===== src/rtl/port_channel_bank.sv =====
// Bank of CH visible output ports fed from shadow registers, with an atomic commit and registered readback.
// Optional macro PORT_BANK_PARITY_EN adds per-channel even parity outputs (ch_par) updated with each commit.
module port_channel_bank #(
  parameter int WIDTH = 8,
  parameter int CH = 4,
  localparam int IDXW = (CH > 1) ? $clog2(CH) : 1
) (
  input  logic                  clk,
  input  logic                  rst_n,
  input  logic                  wr_valid,
  output logic                  wr_ready,
  input  logic [IDXW-1:0]       wr_idx,
  input  logic [WIDTH-1:0]      wr_data,
  input  logic                  commit_req,
  output logic                  commit_ack,
  input  logic [IDXW-1:0]       rd_idx,
  input  logic                  rd_shadow,
  output logic [WIDTH-1:0]      rd_data,
  output logic [CH*WIDTH-1:0]   ch_out,
  output logic [CH-1:0]         dirty,
`ifdef PORT_BANK_PARITY_EN
  output logic [CH-1:0]         ch_par,
`endif
  output logic                  idx_err,
  input  logic                  err_clr
);

  localparam logic [0:0] IDLE   = 1'b0;
  localparam logic [0:0] COMMIT = 1'b1;

  logic [0:0]       state;
  logic [WIDTH-1:0] shadow [CH];
  logic             wr_fire;
  logic             wr_hit;
  logic             rd_hit;
  logic [WIDTH-1:0] rd_sel;

`ifdef PORT_BANK_PARITY_EN
  function automatic logic parity_even(input logic [WIDTH-1:0] d);
    return ^d;
  endfunction
`endif

  assign wr_ready = (state == IDLE);
  assign wr_fire  = wr_valid & wr_ready;

  // Index decode by match so an out-of-range index simply hits nothing
  always_comb begin
    wr_hit = 1'b0;
    rd_hit = 1'b0;
    rd_sel = '0;
    for (int k = 0; k < CH; k++) begin
      if (wr_idx == IDXW'(k)) wr_hit = 1'b1;
      if (rd_idx == IDXW'(k)) begin
        rd_hit = 1'b1;
        rd_sel = rd_shadow ? shadow[k] : ch_out[k*WIDTH +: WIDTH];
      end
    end
  end

  always_ff @(posedge clk or negedge rst_n) begin
    if (!rst_n) begin
      state <= IDLE;
    end else begin
      case (state)
        IDLE:    if (commit_req) state <= COMMIT;
        COMMIT:  state <= IDLE;
        default: state <= IDLE;
      endcase
    end
  end

  // Shadow writes only fire in IDLE, so they never collide with the dirty clear
  always_ff @(posedge clk or negedge rst_n) begin
    if (!rst_n) begin
      for (int k = 0; k < CH; k++) shadow[k] <= '0;
      dirty <= '0;
    end else begin
      if (state == COMMIT) dirty <= '0;
      for (int k = 0; k < CH; k++) begin
        if (wr_fire && (wr_idx == IDXW'(k))) begin
          shadow[k] <= wr_data;
          dirty[k]  <= 1'b1;
        end
      end
    end
  end

  // Visible ports move only on the COMMIT edge, all channels at once
  always_ff @(posedge clk or negedge rst_n) begin
    if (!rst_n) begin
      ch_out     <= '0;
      commit_ack <= 1'b0;
`ifdef PORT_BANK_PARITY_EN
      ch_par     <= '0;
`endif
    end else begin
      commit_ack <= (state == COMMIT);
      if (state == COMMIT) begin
        for (int k = 0; k < CH; k++) begin
          ch_out[k*WIDTH +: WIDTH] <= shadow[k];
`ifdef PORT_BANK_PARITY_EN
          ch_par[k] <= parity_even(shadow[k]);
`endif
        end
      end
    end
  end

  always_ff @(posedge clk or negedge rst_n) begin
    if (!rst_n) begin
      rd_data <= '0;
    end else begin
      rd_data <= rd_sel;
    end
  end

  // Setting wins over a same-cycle clear
  always_ff @(posedge clk or negedge rst_n) begin
    if (!rst_n) begin
      idx_err <= 1'b0;
    end else if ((wr_fire && !wr_hit) || !rd_hit) begin
      idx_err <= 1'b1;
    end else if (err_clr) begin
      idx_err <= 1'b0;
    end
  end

endmodule

===== config.mk =====
export PLATFORM = sky130hd
export DESIGN_NAME = port_channel_bank
export DESIGN_NICKNAME = d
export VERILOG_FILES = /design/src/rtl/port_channel_bank.sv
export SDC_FILE = /design/constraint.sdc
export NUM_CORES = 1
export LEC_CHECK = 0
export BUFFER_PORTS_ARGS = -buffer_cell sky130_fd_sc_hd__buf_4
export CORE_MARGIN = 3
export CORE_UTILIZATION = 50
export CTS_BUF_LIST = sky130_fd_sc_hd__clkbuf_4
export CTS_CLUSTER_SIZE = 8
export DETAILED_ROUTE_END_ITERATION = 8
export PLACE_DENSITY = 0.76
export SYNTH_ARGS = -nofsm -noshare
export SYNTH_HDL_FRONTEND = slang
export SYNTH_SLANG_ARGS = --single-unit
export TNS_END_PERCENT = 100

===== constraint.sdc =====
create_clock -name clk -period 1.6 [get_ports clk]
set_clock_uncertainty 0.05 [all_clocks]
set_input_delay 0 -clock clk [delete_from_list [all_inputs] [get_ports clk]]
set_output_delay 0 -clock clk [all_outputs]
set_load 0.005 [all_outputs]

==> results.json, run 1 <==
{
  "finalHoldViolCount": 0,
  "final_cell_mix": "dfrtp_1, buf_4, mux2_2",
  "timing.final.crit_period_ns": 1.53,
  "ys_ff_latch": 79,
  "crit_path_top_delay_cell": "dfrtp_2",
  "crit_buf_inv": 1,
  "die_area_mm2": 0.00779,
  "syn_area_mm2": 0.00338,
  "layout-drive-gt1-share_pct": 58.7,
  "clock_sinks": 79,
  "relSlewSlack_pct": 78.8,
  "path_cells": "nor4bb_4, buf_2, mux2_2",
  "synth_top_area_share_pct": 58.4,
  "first_global_vias": 2102,
  "dpl_cell_area_mm2": 0.00398,
  "grt_setup_unrepaired": "yes",
  "fin_nets": 296,
  "grt.total_usage_pct": 19.4,
  "yosys_warnings": 0,
  "clk_pin_slew_ns": 0.12,
  "multi_input_area_mm2": 0.00135,
  "vdd_drop_max_uv": 615,
  "ys_top_cells_by_area": "dfrtp_1, mux2_2, mux4_1",
  "final_max_slew_viol_count": 0,
  "path_class": "register to register",
  "worst_pin_slew_ns": 0.318,
  "drv_cap": 0,
  "stdcell_area_mm2": 0.00425,
  "crit_fanout": 7,
  "initial_core_util_pct": 52.4,
  "post_cts_buffers": 0,
  "antenna_cells": 0,
  "die_h_um": 88.3,
  "grt_pass1_wl_mm": 11.2,
  "worstSetupEndpointType": "register",
  "synth_top_area_cell": "dfrtp_1",
  "place_hpwl_mm": 4.64,
  "avgSynthCellArea_um2": 17.8,
  "htree_levels": 3,
  "cp.arrival_ns": 1.78,
  "cts_root_buf": "clkbuf_4",
  "p_leak_nw": 1.97,
  "worstSkewPairLatency_ns": 0.39,
  "syn2layout_area_growth_pct": 25.4,
  "p_per_area_mw_per_mm2": 1270,
  "path_delay_family": "flip-flops",
  "dr_total_vias": 2009,
  "max_stage_delay_ns": 0.49,
  "first_pass_iters": 4,
  "cts_tree": "done",
  "antenna_found_initial": 0,
  "place_inst": 330,
  "post_drt_wl_per_cell_um": 18.6,
  "period_share_pct": 95.7,
  "cp.required_ns": 1.84,
  "drtIter0Drc": 77,
  "grt_remaining_overflow": 0,
  "fin_tns_setup_ns": 0,
  "die_x_um": 88.3,
  "power_mw": 5.40,
  "grt_max_degree": 38,
  "stdcell_count": 360,
  "ff_latch_area_mm2": 0.00198,
  "wirelength_mm": 6.71,
  "core-area_mm2": 0.00646,
  "viasPerCell": 5.58,
  "io_buffers": 64,
  "final-setup-viol-count": 0,
  "yosysSeqAreaShare_pct": 58.4,
  "status": "completed",
  "synth_cells": 190,
  "drc_errors": 0,
  "layout_commonest_cell": "dfrtp_1",
  "place_congestion": 0.712,
  "io_pins": 65,
  "hold_path.class": "input port to register",
  "ys_types": 16,
  "fmax_mhz": 653,
  "syn_nets": 208,
  "cts_buffers": 9,
  "n_fill_cell": 471,
  "postRouteAntennaNets": 0,
  "cts_buffer_depth": 2,
  "rows": 29,
  "holdWs_ns": 0.0613,
  "cp-start-kind": "register"
}
-- flip-flops by register name, indices dropped and copies added (netlist names) --
name	flops
commit_ack	1
idx_err	1
state	1
rd_data	8
ch_out	32
shadow	32
dirty	4
-- tightest hold or removal path: cells and delay by family --
family	cells	cell delay, ns
buffers and inverters	2	0.27
AOI/OAI and AO/OA	1	0.15
and+or+nand+nor	1	0.05
-- cell families (layout without fill, tap and decap cells) --
logic type	Yosys count	after routing	share of synthesized area, %
AO/OA/AOI/OAI	4	4	0.813
buffers and inverters	13	106	2.59
multiplexers	88	88	36.3
AND/OR/NAND/NOR	6	6	1.92
flip-flops	79	79	58.4
-- path summary, 6_finish.rpt --
| path | from | end | slack, ns | depth (start not counted) |
|---|---|---|---|---|
| worst min register to register | dirty[0] | dirty[0] | 0.46 | 1 |
| worst min-delay path | wr_idx[1] | dirty[0] | 0.06 | 4 |
| worst max-delay path | state | shadow[14] | 0.07 | 3 |
| worst max register to register | state | shadow[14] | 0.07 | 3 |
| max in group asynchronous | rst_n | shadow[11] | 0.42 | 4 |
| min in group asynchronous | rst_n | ch_out[14] | 0.52 | 3 |
-- where the power goes --
group | switching, mW | internal (mW) | total [mW]
Sequential | 0.367 | 2.52 | 2.89
Clock | 0.641 | 0.341 | 0.982
Combinational | 0.456 | 1.07 | 1.53
Total | 1.46 | 3.94 | 5.40
-- synthesized netlist by cell type --
cell type	number
mux4_2	1
nor4bb_1	2
inv_1	2
nor2b_1	2
nor4b_4	1
buf_1	1
dfrtp_1	79
nand4b_1	1
mux2_2	72
mux4_1	15
a21o_1	3
clkbuf_1	1
o21ai_0	1
buf_6	2
buf_12	1
buf_2	6
-- through the flow --
step	util [%]	worst slack (ns)
3_3_place_gp	61.6	0.127
5_1_grt	65.7	-0.00193
3_5_place_dp	61.6	0.0735
2_1_floorplan	-	0.0301
6_report	65.7	0.0683
4_1_cts	65.3	0.0103
-- metal layers --
metal / wire length (um) / up-vias / GRT usage (%)
met1: 3100 / 1043 / 27.4
met4: 70 / 0 / 6.59
met3: 300 / 7 / 3.35
met5: 0 / - / 0
met2: 3240 / 58 / 30.8
li1: - / 901 / -
-- repair_timing --
item / 4_1_cts / 5_1_grt
endpoints found under the hold margin: 121 / 17
endpoints found under the setup margin: 0 / 39
hold buffers: 13 / 1
resized for setup: 0 / 6
-- cell type report --
type	instances	share of cell area, %
flip-flops and latches	79	46.6
multi-input cells	98	31.9
repair buffers	88	16.6
well taps	77	2.27
clock buffers	11	1.95
clock inverters	5	0.589
inverters	2	0.177
(Power assumes the default switching activity.)
==> run 2: changes to the inputs <==
Settings changed: CORE_UTILIZATION 50 to 40, PLACE_DENSITY 0.76 to default.
==> run 2 against run 1 <==
  * Fmax is 0.12% lower
  * Sequential cell count unchanged
  * Cell area rose by 1.1%
  * Die area up 23%
  * Via count decreased by 0.75%
  * First-iteration DRC count fell by 70%
  * Non-clock buffer count unchanged
  * Largest power group unchanged
  * Highest routed layer unchanged
  * Final cell count rose by 6.9%
  * Sequential share of layout area is 0.52 points lower
  * Clock power up 16%
  * Worst setup slack worse by 0.0019 ns
  * Largest cell class unchanged
  * Global-route usage down 4.0 points
==> results.json, run 2 (same netlist as run 1, synthesis figures left out) <==
{
  "max_stage_delay_ns": 0.50,
  "power_mw": 5.54,
  "path_class": "register to register",
  "grt.total_usage_pct": 15.4,
  "clockPowerShare_pct": 20.6,
  "die_x_um": 98.0,
  "worst_pin_slew_ns": 0.493,
  "cp-start-kind": "register",
  "netSwitchingFraction_pct": 26.9,
  "status": "completed",
  "pwr-share-comb_pct": 27.3,
  "final_max_slew_viol_count": 0,
  "largestRegisters": "ch_out: 32 flops, shadow: 32 flops, rd_data: 8 flops",
  "drv_cap": 0,
  "grt_setup_unrepaired": "yes",
  "drtIter0Drc": 23,
  "grt_max_degree": 38,
  "seqPwrFrac_pct": 52.1,
  "drc_errors": 0,
  "timing.final.crit_period_ns": 1.53,
  "crit_fanout": 6,
  "io_buffers": 64,
  "die_h_um": 98.0,
  "relSlewSlack_pct": 67.2,
  "place_inst": 357,
  "first_global_vias": 2142,
  "cts_tree": "done",
  "place_congestion": 0.698,
  "place_hpwl_mm": 4.76,
  "stdcell_count": 385,
  "post_drt_wl_per_cell_um": 18.2,
  "final-setup-viol-count": 0,
  "die_area_mm2": 0.00960,
  "io_pins": 65,
  "finalHoldViolCount": 0,
  "worstSkewPairLatency_ns": 0.42,
  "final_cell_mix": "dfrtp_1, buf_4, mux2_2",
  "antenna_cells": 0,
  "vdd_drop_max_uv": 550,
  "fin_tns_setup_ns": 0,
  "wirelength_mm": 6.99,
  "cp.required_ns": 1.85,
  "initial_core_util_pct": 42.5,
  "path_cells": "nor4bb_2, buf_4, mux2_2",
  "antenna_found_initial": 0,
  "cts_buffer_depth": 2,
  "post_cts_buffers": 0,
  "p_leak_nw": 1.97,
  "period_share_pct": 95.9,
  "fin_nets": 296,
  "htree_levels": 3,
  "layout_commonest_cell": "dfrtp_1",
  "dr_total_vias": 1994,
  "postRouteAntennaNets": 0,
  "n_fill_cell": 683,
  "rows": 32,
  "hold_path.class": "input port to async pin",
  "core-area_mm2": 0.00797,
  "grt_pass1_wl_mm": 11.6,
  "cp.arrival_ns": 1.78,
  "cts_buffers": 9,
  "viasPerCell": 5.18,
  "clock_sinks": 79,
  "clk_pin_slew_ns": 0.12,
  "layout-drive-gt1-share_pct": 59.0,
  "first_pass_iters": 4,
  "p_per_area_mw_per_mm2": 1290,
  "crit_path_top_delay_cell": "dfrtp_2",
  "worstSetupEndpointType": "register",
  "syn2layout_area_growth_pct": 26.8,
  "power.switching_mw": 1.49,
  "cts_root_buf": "clkbuf_4",
  "internal_power_mw": 4.05,
  "fmax_mhz": 652,
  "grt_remaining_overflow": 0
}
-- run 2: power by group through the flow --
stage                     sequential, mW  combinational [mW]  clock [mW]
after floorplan                     2.86               0.755           0
after global placement              2.93                1.50           0
after detailed placement            2.93                1.52           0
after CTS                           2.89                1.54        1.20
after global routing                2.98                1.65        1.27
final                               2.89                1.51        1.14
-- run 2: timing repair --
action                                 4_1_cts  5_1_grt
endpoints found under the hold margin      121        0
hold buffers                                12        0
setup endpoints to repair                    1        5
gates resized for setup                      1        1
-- run 2: final timing paths --
kind	startpoint	end	slack, ns	cells after the start
min	rst_n	ch_out[11]	0.02	2
min reg2reg	dirty[0]	dirty[0]	0.46	1
max reg2reg	state	shadow[9]	0.07	3
max	state	shadow[9]	0.07	3
min in group clk	wr_valid	dirty[3]	0.05	4
max in group asynchronous	rst_n	state	0.91	3
-- run 2: through the flow --
step                instance area [um2]  hold WS [ns]  util (%)  setup WS [ns]
floorplan                          3380        -0.346         -         0.0301
global placement                   4030       -0.0472      50.6          0.136
detailed placement                 4030       -0.0504      50.6         0.0801
CTS                                4280       0.00347      53.8         0.0552
global route                       4290        0.0221      53.9        -0.0120
finish                             4290        0.0181      53.9         0.0664
-- run 2: critical path, delay by kind of cell, from the launching register on --
kind          cells  cell delay (ns)
mux               1             0.33
buf+inv           1             0.20
flops             1             0.50
simple gates      1             0.34
-- run 2: final cells by class --
| type | count | area [um2] | share of cell area [%] |
|---|---|---|---|
| repair buffers | 88 | 707 | 16.5 |
| clock inverters | 7 | 63.8 | 1.49 |
| inverters | 2 | 7.51 | 0.175 |
| flip-flops and latches | 79 | 1980 | 46.1 |
| multi-input cells | 98 | 1340 | 31.2 |
| well taps | 102 | 128 | 2.97 |
| clock buffers | 9 | 67.6 | 1.57 |
-- run 2: layer usage --
metal	part of all wire (%)	up-vias	track usage, %
met4	1.5	0	6.07
li1	-	905	-
met5	0	-	0
met1	46	1035	21.4
met2	49	43	23.7
met3	3.7	11	3.36
==> run 3: changes to the inputs <==
Settings changed: CORE_UTILIZATION 40 to 25.
==> run 3 against run 2 <==
  * Non-clock buffer count rose by 1
  * Critical endpoint is now shadow[20]
  * Critical path depth is the same
  * Worst setup slack worse by 0.0011 ns
  * Utilization shrank 20 points
==> results.json, run 3 (same netlist as run 1, synthesis figures left out) <==
{
  "cts_root_buf": "clkbuf_4",
  "dr_total_vias": 2007,
  "grt_remaining_overflow": 0,
  "place_ws_ns": 0.0689,
  "post_drt_wl_per_cell_um": 17.4,
  "finalHoldViolCount": 0,
  "first_pass_iters": 4,
  "largestRegisters": "ch_out: 32 flops, shadow: 32 flops, rd_data: 8 flops",
  "viasPerCell": 4.40,
  "worst_pin_slew_ns": 0.397,
  "holdWs_ns": 0.0399,
  "first_global_vias": 2196,
  "r2r_slack_ns": 0.07,
  "initial_core_util_pct": 26.2,
  "final_cell_mix": "dfrtp_1, buf_4, mux2_2",
  "fin_util_pct": 34.3,
  "io_pins": 65,
  "path_cells": "nor4bb_4, buf_6, mux2_2",
  "internal_power_mw": 4.24,
  "layout_commonest_cell": "dfrtp_1",
  "die_area_mm2": 0.0150,
  "cts_buffers": 9,
  "cts_buffer_depth": 2,
  "max_stage_delay_ns": 0.51,
  "cts_tree": "done",
  "drc_errors": 0,
  "worstSetupEndpointType": "register",
  "postRouteAntennaNets": 0,
  "vdd_drop_max_uv": 469,
  "die_h_um": 122,
  "timing.final.crit_period_ns": 1.53,
  "fin_tns_setup_ns": 0,
  "place_hpwl_mm": 5.44,
  "cp.required_ns": 1.86,
  "place_congestion": 0.703,
  "fin_nets": 297,
  "io_buffers": 64,
  "crit_path_top_delay_cell": "dfrtp_2",
  "die_x_um": 122,
  "cp.arrival_ns": 1.79,
  "grt_pass1_wl_mm": 12.6,
  "layout_setup_ws_ns": 0.0653,
  "pwr-share-comb_pct": 26.8,
  "relSlewSlack_pct": 73.6,
  "worstSkewPairLatency_ns": 0.43,
  "core-area_mm2": 0.0129,
  "final-setup-viol-count": 0,
  "syn2layout_area_growth_pct": 30.8,
  "wirelength_mm": 7.93,
  "drv_cap": 0,
  "power.switching_mw": 1.54,
  "layout-drive-gt1-share_pct": 59.5,
  "grt.total_usage_pct": 11.3,
  "clock_sinks": 79,
  "crit_fanout": 6,
  "p_leak_nw": 1.99,
  "seqPwrFrac_pct": 50.2,
  "rows": 41,
  "antenna_cells": 0,
  "final_max_slew_viol_count": 0,
  "period_share_pct": 95.9,
  "netSwitchingFraction_pct": 26.7,
  "clockPowerShare_pct": 23.1,
  "clk_pin_slew_ns": 0.12,
  "post_cts_buffers": 0,
  "drtIter0Drc": 98,
  "status": "completed",
  "cp-start-kind": "register",
  "htree_levels": 3,
  "grt_max_degree": 48,
  "hold_path.class": "input port to register",
  "path_class": "register to register",
  "fmax_mhz": 652,
  "p_per_area_mw_per_mm2": 1310,
  "grt_setup_unrepaired": "no",
  "antenna_found_initial": 0
}
-- run 3: changes by cell type in the layout (fill, tap and decap cells not counted), sizes merged --
cell         before  now
clkinv            5    2
bufinv            1    2
clkbuf            9   10
clkinvlp          1    2
dlygate4sd3      12   13
-- run 3: critical path: cells and delay by family, from the launching register on --
family | cells | cell delay (ns)
and+or+nand+nor | 1 | 0.34
buffers and inverters | 1 | 0.18
DFF | 1 | 0.51
muxes | 1 | 0.34
-- run 3: final timing paths --
check / endpoint / from / cells after the start
min in group asynchronous: rd_data[4] / rst_n / 3
worst max register to register: shadow[20] / state / 3
worst min-delay path: dirty[1] / wr_idx[1] / 4
worst max-delay path: shadow[20] / state / 3
max in group asynchronous: commit_ack / rst_n / 3
worst min register to register: dirty[1] / dirty[1] / 1
-- run 3: metrics by stage --
step / cells / total power, mW / area [um2]
4_1_cts: 456 / 5.89 / 4420
5_1_grt: 456 / 6.15 / 4430
2_1_floorplan: 190 / 3.61 / 3380
3_3_place_gp: 427 / 4.46 / 4130
3_5_place_dp: 427 / 4.50 / 4130
6_report: 456 / 5.78 / 4430
-- run 3: final cells by class --
class	count	area, um2
flip-flops and latches	79	1980
inverters	2	7.51
repair buffers	89	717
well taps	172	215
multi-input cells	98	1350
clock inverters	6	85.1
clock buffers	10	75.1
fillers	1281	8500
-- run 3: power groups by stage --
stage	combinational (mW)	clock, mW	sequential [mW]
floorplan	0.755	0	2.86
global route	1.69	1.48	2.99
finish	1.55	1.33	2.90
CTS	1.59	1.40	2.91
global placement	1.54	0	2.92
detailed placement	1.56	0	2.95
-- run 3: layer usage --
metal	track usage, %	share of wire [%]	vias to the layer above
met2	17.1	47	59
met3	3.55	5.3	8
met4	3.15	1.1	0
met1	15.5	47	1041
li1	-	-	899
met5	0	0	-
-- run 3: repair_timing --
action	4_1_cts	5_1_grt
endpoints found under the hold margin	121	0
gates resized for setup	0	1
hold buffers	13	0
setup endpoints to repair	0	2
